--- config.mk ---
export PLATFORM = sky130hd
export DESIGN_NAME = perceptron_layer_sequencer
export DESIGN_NICKNAME = d
export VERILOG_FILES = /design/src/rtl/perceptron_pkg.sv /design/src/rtl/valid_tag_pipe.sv /design/src/rtl/perceptron_layer_sequencer.sv
export SDC_FILE = /design/constraint.sdc
export NUM_CORES = 1
export LEC_CHECK = 0
export BUFFER_PORTS_ARGS = -buffer_cell sky130_fd_sc_hd__buf_4
export CELL_PAD_IN_SITES_DETAIL_PLACEMENT = 2
export CELL_PAD_IN_SITES_GLOBAL_PLACEMENT = 2
export CORE_AREA = 2 2 489 491
export DETAILED_ROUTE_END_ITERATION = 6
export DIE_AREA = 0 0 491 493
export GPL_TIMING_DRIVEN = 1
export PLACE_DENSITY = 0.37
export SYNTH_ARGS = -nofsm -noshare
export SYNTH_HDL_FRONTEND = slang
export SYNTH_SLANG_ARGS = --single-unit
--- constraint.sdc ---
create_clock -name clk -period 3.14 [get_ports clk]
set_clock_uncertainty 0.1 [all_clocks]
set_input_delay 0 -clock clk [delete_from_list [all_inputs] [get_ports clk]]
set_output_delay 0 -clock clk [all_outputs]
set_load 0.05 [all_outputs]
--- src/rtl/perceptron_pkg.sv ---
// Shared widths and FSM encoding for the perceptron layer sequencer.
// Latency: n/a (declarations only).
// Backpressure: n/a.
package perceptron_pkg;

  localparam int DATA_W = 18;  // lane width of x and w
  localparam int ACC_W  = 48;  // weighted-sum width

  typedef enum logic [1:0] {
    S_IDLE  = 2'd0,
    S_ISSUE = 2'd1,
    S_DRAIN = 2'd2,
    S_DONE  = 2'd3
  } state_t;

endpackage

--- src/rtl/valid_tag_pipe.sv ---
// Reset-clearable shift-register delay line carrying a {valid, tag} word.
// Latency: DEPTH clk cycles from i_dat to o_dat.
// Backpressure: none; a word is pushed every cycle.
// Ports: clk, rst_n (async active-low), i_dat [WIDTH] in, o_dat [WIDTH] out.
module valid_tag_pipe #(
  parameter int WIDTH = 1,
  parameter int DEPTH = 1
) (
  input  logic             clk,
  input  logic             rst_n,
  input  logic [WIDTH-1:0] i_dat,
  output logic [WIDTH-1:0] o_dat
);

  logic [WIDTH-1:0] r_stage [DEPTH];

  always_ff @(posedge clk or negedge rst_n) begin
    if (!rst_n) begin
      for (int i = 0; i < DEPTH; i++) r_stage[i] <= '0;
    end else begin
      r_stage[0] <= i_dat;
      for (int i = 1; i < DEPTH; i++) r_stage[i] <= r_stage[i-1];
    end
  end

  assign o_dat = r_stage[DEPTH-1];

endmodule

--- src/rtl/perceptron_layer_sequencer.sv ---
// Sequences one single-layer perceptron evaluation over the shared weighted-sum datapath.
// Latency: start -> done is M+2+LATENCY cycles; row k retires in cycle k+2+LATENCY.
// Backpressure: none; one row issued per cycle, start ignored while busy.
// Ports: clk, rst_n; start/x_in/threshold in, busy/done out; weight RAM w_rd_en/w_addr out,
//        w_rd_data in; datapath ws_x/ws_w out, ws_sum in; sum_valid/sum_idx/y out.
module perceptron_layer_sequencer
  import perceptron_pkg::*;
#(
  parameter int N       = 16,
  parameter int M       = 8,
  parameter int LATENCY = N + 3,
  parameter int AW      = (M > 1) ? $clog2(M) : 1
) (
  input  logic                clk,
  input  logic                rst_n,
  input  logic                start,
  input  logic [DATA_W*N-1:0] x_in,
  input  logic [ACC_W-1:0]    threshold,
  output logic                busy,
  output logic                done,
  output logic                w_rd_en,
  output logic [AW-1:0]       w_addr,
  input  logic [DATA_W*N-1:0] w_rd_data,
  output logic [DATA_W*N-1:0] ws_x,
  output logic [DATA_W*N-1:0] ws_w,
  input  logic [ACC_W-1:0]    ws_sum,
  output logic                sum_valid,
  output logic [AW-1:0]       sum_idx,
  output logic [M-1:0]        y
);

  localparam int CW = $clog2(M + 1);
  localparam int TW = 1 + AW;

  state_t              r_state;
  state_t              w_state_nxt;
  logic [DATA_W*N-1:0] r_x;
  logic [ACC_W-1:0]    r_thr;
  logic [AW-1:0]       r_addr;
  logic                r_rd_vld;   // RAM data for an issued row is on w_rd_data
  logic [CW-1:0]       r_ret_cnt;
  logic [M-1:0]        r_y;
  logic                w_accept;
  logic                w_issue;
  logic                w_last_issue;
  logic                w_retire;
  logic                w_last_retire;
  logic [TW-1:0]       w_tag_in;
  logic [TW-1:0]       w_tag_out;

  assign w_accept      = (r_state == S_IDLE) && start;
  assign w_last_issue  = (r_state == S_ISSUE) && (r_addr == AW'(M - 1));
  assign w_retire      = w_tag_out[AW];
  assign w_last_retire = w_retire && (r_ret_cnt == CW'(M - 1));

  always_ff @(posedge clk or negedge rst_n) begin
    if (!rst_n) r_state <= S_IDLE;
    else        r_state <= w_state_nxt;
  end

  always_comb begin
    w_state_nxt = r_state;
    busy        = 1'b1;
    done        = 1'b0;
    w_issue     = 1'b0;
    case (r_state)
      S_IDLE: begin
        busy = 1'b0;
        if (start) w_state_nxt = S_ISSUE;
      end
      S_ISSUE: begin
        w_issue = 1'b1;
        if (w_last_issue) w_state_nxt = S_DRAIN;
      end
      S_DRAIN: begin
        // done lands the cycle after the final retire, never with it
        if (w_last_retire) w_state_nxt = S_DONE;
      end
      S_DONE: begin
        done        = 1'b1;
        w_state_nxt = S_IDLE;
      end
      default: w_state_nxt = S_IDLE;
    endcase
  end

  always_ff @(posedge clk or negedge rst_n) begin
    if (!rst_n) begin
      r_x       <= '0;
      r_thr     <= '0;
      r_addr    <= '0;
      r_rd_vld  <= 1'b0;
      r_ret_cnt <= '0;
      r_y       <= '0;
    end else begin
      r_rd_vld <= w_issue;
      if (w_accept) begin
        r_x       <= x_in;
        r_thr     <= threshold;
        r_addr    <= '0;
        r_ret_cnt <= '0;
        r_y       <= '0;
      end else begin
        // address parks at M-1 once the last row is issued
        if (w_issue && !w_last_issue) r_addr <= r_addr + AW'(1);
        if (w_retire) begin
          r_y[w_tag_out[AW-1:0]] <= (ws_sum >= r_thr);
          r_ret_cnt              <= r_ret_cnt + CW'(1);
        end
      end
    end
  end

  // Tag enters alongside the read request; the extra stage covers the RAM read cycle.
  assign w_tag_in = {w_issue, r_addr};

  valid_tag_pipe #(
    .WIDTH (TW),
    .DEPTH (1 + LATENCY)
  ) u_tag_pipe (
    .clk   (clk),
    .rst_n (rst_n),
    .i_dat (w_tag_in),
    .o_dat (w_tag_out)
  );

  assign w_rd_en   = w_issue;
  assign w_addr    = r_addr;
  // Zero the datapath inputs outside live rows so idle lanes sum to zero.
  assign ws_x      = r_rd_vld ? r_x : '0;
  assign ws_w      = r_rd_vld ? w_rd_data : '0;
  assign sum_valid = w_tag_out[AW];
  assign sum_idx   = w_tag_out[AW-1:0];
  assign y         = r_y;

endmodule

==> results.sh <==
export IMPL_die_y_um=493
export IMPL_hold_end="r_x[169]$_DFFE_PN0P_"
export IMPL_grt_pass1_vias=27620
export IMPL_die_area_um2=242100
export IMPL_cts_max_path_buffers=3
export IMPL_fin_cells=7646
export IMPL_cp_slowest_cell="dlygate4sd3_1"
export IMPL_cts_buffers=66
export IMPL_path_class="register to register"
export IMPL_syn_avg_cell_area_um2=8.620
export IMPL_globalplace_congestion=0.7835
export IMPL_p_leak_nw=21.62
export IMPL_synth_seq_cells=433
export IMPL_dp_slack_ns=0.5395
export IMPL_grt_start_max_net_pins=134
export IMPL_areaGrowthSynthToFinish_pct=118.0
export IMPL_holdWs_ns=0.06718
export IMPL_worstPathArrival_ns=3.51
export IMPL_avgViaCountPerCell=3.190
export IMPL_nFillCells=27590
export IMPL_tightest_slew_ns=0.6546
export IMPL_slew_violations=0
export IMPL_outcome="completed"
export IMPL_cts_max_level=3
export IMPL_drive_above_1_share_pct=32.49
export IMPL_crit_path_max_fanout=16
export IMPL_fin_area_um2=44350
export IMPL_rsz0062_at_grt="yes"
export IMPL_cts_root_buffer="clkbuf_16"
export IMPL_cts_tree="yes"
export IMPL_nets=5136
export IMPL_grt_usage_pct=14.31
export IMPL_grt_pass1_wl_um=239600
export IMPL_timing_slew_headroom_pct=56.36
export IMPL_synth_distinct_cells=37
export IMPL_coreArea_um2=237000
export IMPL_ant_nets=0
export IMPL_layout_commonest_cell="buf_4"
export IMPL_routedWlPerCell_um=23.32
export IMPL_cts_setup_buffers=0
export IMPL_ff2ff_setup_slack_ns=0.17
export IMPL_final_util_pct=18.72
export IMPL_cp_end_kind="register"
export IMPL_syn_inst=2360
export IMPL_portBuffers=1268
export IMPL_setup_tns_ns=0
export IMPL_via_count=24390
export IMPL_async_reset_ff_share_pct=100.0
export IMPL_worst_r2r_path_depth=10
export IMPL_placed_area_um2=33960
export IMPL_ys_top_cells_by_area="dfrtp_1, and2_1, nand2_1, ha_1, clkbuf_1"
export IMPL_drc=0
export IMPL_finalCriticalPeriod_ns=2.973
export IMPL_path_delay_family="buffers and inverters"
export IMPL_required_ns=3.67
export IMPL_path_depth=10
export IMPL_drt_wl_total_um=178300
export IMPL_syn_area_um2=20340
export IMPL_yosysTopAreaCellShare_pct=53.26
export IMPL_pin_count=1269
export IMPL_syn_num_nets=3091
export IMPL_first_pass_iters=4
export IMPL_finalPower_mw=41.67
export IMPL_critPathBufInv=6
export IMPL_r2r_start="r_state[1]$_DFFE_PN0P_"
export IMPL_dpl_hpwl_um=146600
export IMPL_num_rows=179
export IMPL_grt_antenna_before_repair=57
export IMPL_maxCapViolations=0
export IMPL_setup_violations=0
export IMPL_clock_sinks=433
export IMPL_clk_latency_ns=0.69
export IMPL_dp_cells=6710
export IMPL_crit_path_start="r_state[1]$_DFFE_PN0P_"
export IMPL_drtIter0Drc=696
export IMPL_yosysWarnings=0
export IMPL_synth_edf_count=0
export IMPL_hold_path_depth=4
export IMPL_p_per_area_nw_per_um2=939.6
export IMPL_start_kind="register"
export IMPL_period_share_pct=94.68
export IMPL_initial_utilization_pct=8.585
export IMPL_clock_fmax_ghz=0.3364
export IMPL_fp_dieW_um=491
export IMPL_rr_endpoint="r_thr[27]$_DFFE_PN0P_"
export IMPL_overflow=0
export IMPL_min_from="x_in[169]"
export IMPL_ys_flop_type="dfrtp_1"
export IMPL_peakVddDrop_v=0.0004215
export IMPL_ys_seq_area_share_pct=53.26
export IMPL_finalWorstSetupSlack_ns=0.1670
export IMPL_hold_class="input pin to register"
export IMPL_path_clk_slew_ns=0.06
export IMPL_hold_violations=0
export IMPL_final_cell_mix="buf_4, nand2_1, dlygate4sd3_1"
export IMPL_cp_cell_sequence="inv_1 > ha_1 > inv_1 > nor2_4 > buf_12 > buf_4 > nand2_1 > dlygate4sd3_1 > o21ai_0 > dlygate4sd3_1"
export IMPL_synth_top_cell_by_area="dfrtp_1"
export IMPL_cpPeakStageDelay_ns=0.57
==> power breakdown <==
group / switching, mW / total (mW) / internal [mW]
Combinational: 16.3 / 23.9 / 7.55
Clock: 3.41 / 8.22 / 4.81
Sequential: 1.42 / 9.58 / 8.16
==> registers in the layout, indices dropped and copies added, names as in the netlist <==
name and flops:
u_tag_pipe.o_dat 4, w_addr 3, r_x 288, r_thr 48
y 8, r_ret_cnt 4, u_tag_pipe.r_stage 75, r_rd_vld 1
r_state 2
==> layer usage <==
| layer | wire length [µm] | part of all wire [%] | track usage (%) | up-vias |
|---|---|---|---|---|
| li1 | - | - | - | 11350 |
| met4 | 2330 | 1.3 | 1.947 | 16 |
| met5 | 104 | 0.058 | 0 | - |
| met1 | 66510 | 37 | 15.58 | 11980 |
| met3 | 21010 | 12 | 7.453 | 173 |
| met2 | 88320 | 50 | 25.10 | 875 |
==> cells in the mapped netlist, types with 3 or more instances <==
cell type,count
nand2_1,932
and2_1,576
dfrtp_1,433
clkbuf_1,137
o21ai_0,63
ha_1,56
inv_1,54
a21oi_1,30
nor2_1,15
nand4_1,10
nor4_1,6
nand2b_1,5
nand3_1,5
a21o_1,3
buf_1,3
buf_4,3
==> timing repair <==
| item | CTS | global route |
|---|---|---|
| hold buffers | 793 | 1 |
| setup endpoints to repair | 0 | 10 |
| gates resized for setup | 0 | 5 |
| hold endpoints to repair | 784 | 3 |
==> worst max-delay path by stage <==
stage / endpoint / slack (ns)
after detailed placement: y[7]$_DFFE_PN0P_ / 0.54
after global placement: y[4]$_DFFE_PN0P_ / 0.61
after CTS: y[7]$_DFFE_PN0P_ / 0.03
final: r_thr[27]$_DFFE_PN0P_ / 0.17
after global routing: r_thr[31]$_DFFE_PN0P_ / -0.007
after floorplan: r_x[211]$_DFFE_PN0P_ / 0.93
==> worst reg2reg max path, cell delays in order (launching register included) <==
cell and delay, ns:
dfrtp_1 0.40, inv_1 0.12, ha_1 0.27, inv_1 0.12, nor2_4 0.18, buf_12 0.18
buf_4 0.26, nand2_1 0.09, dlygate4sd3_1 0.55, o21ai_0 0.08, dlygate4sd3_1 0.57
==> area by class of cell <==
class	count	area [µm²]	area share, %
Multi-Input combinational cell	1730	8795	19.83
Timing Repair Buffer	2120	18160	40.94
Antenna cell	25	62.56	0.1411
Tap cell	3167	3963	8.935
Sequential cell	433	10840	24.44
Clock inverter	33	518.0	1.168
Inverter	54	202.7	0.4571
Clock buffer	84	1810	4.083
==> logic make-up after synthesis <==
logic type | Yosys count | share of synthesized area [%]
adder cells (fa/ha/maj) | 56 | 3.444
buffers and inverters | 197 | 3.690
AND/OR/NAND/NOR | 1562 | 36.52
flip-flops | 433 | 53.26
multiplexers | 1 | 0.04921
AO/OA/AOI/OAI | 107 | 2.866
XOR/XNOR | 4 | 0.1722
Note: power is estimated with default switching activity, not from simulation.
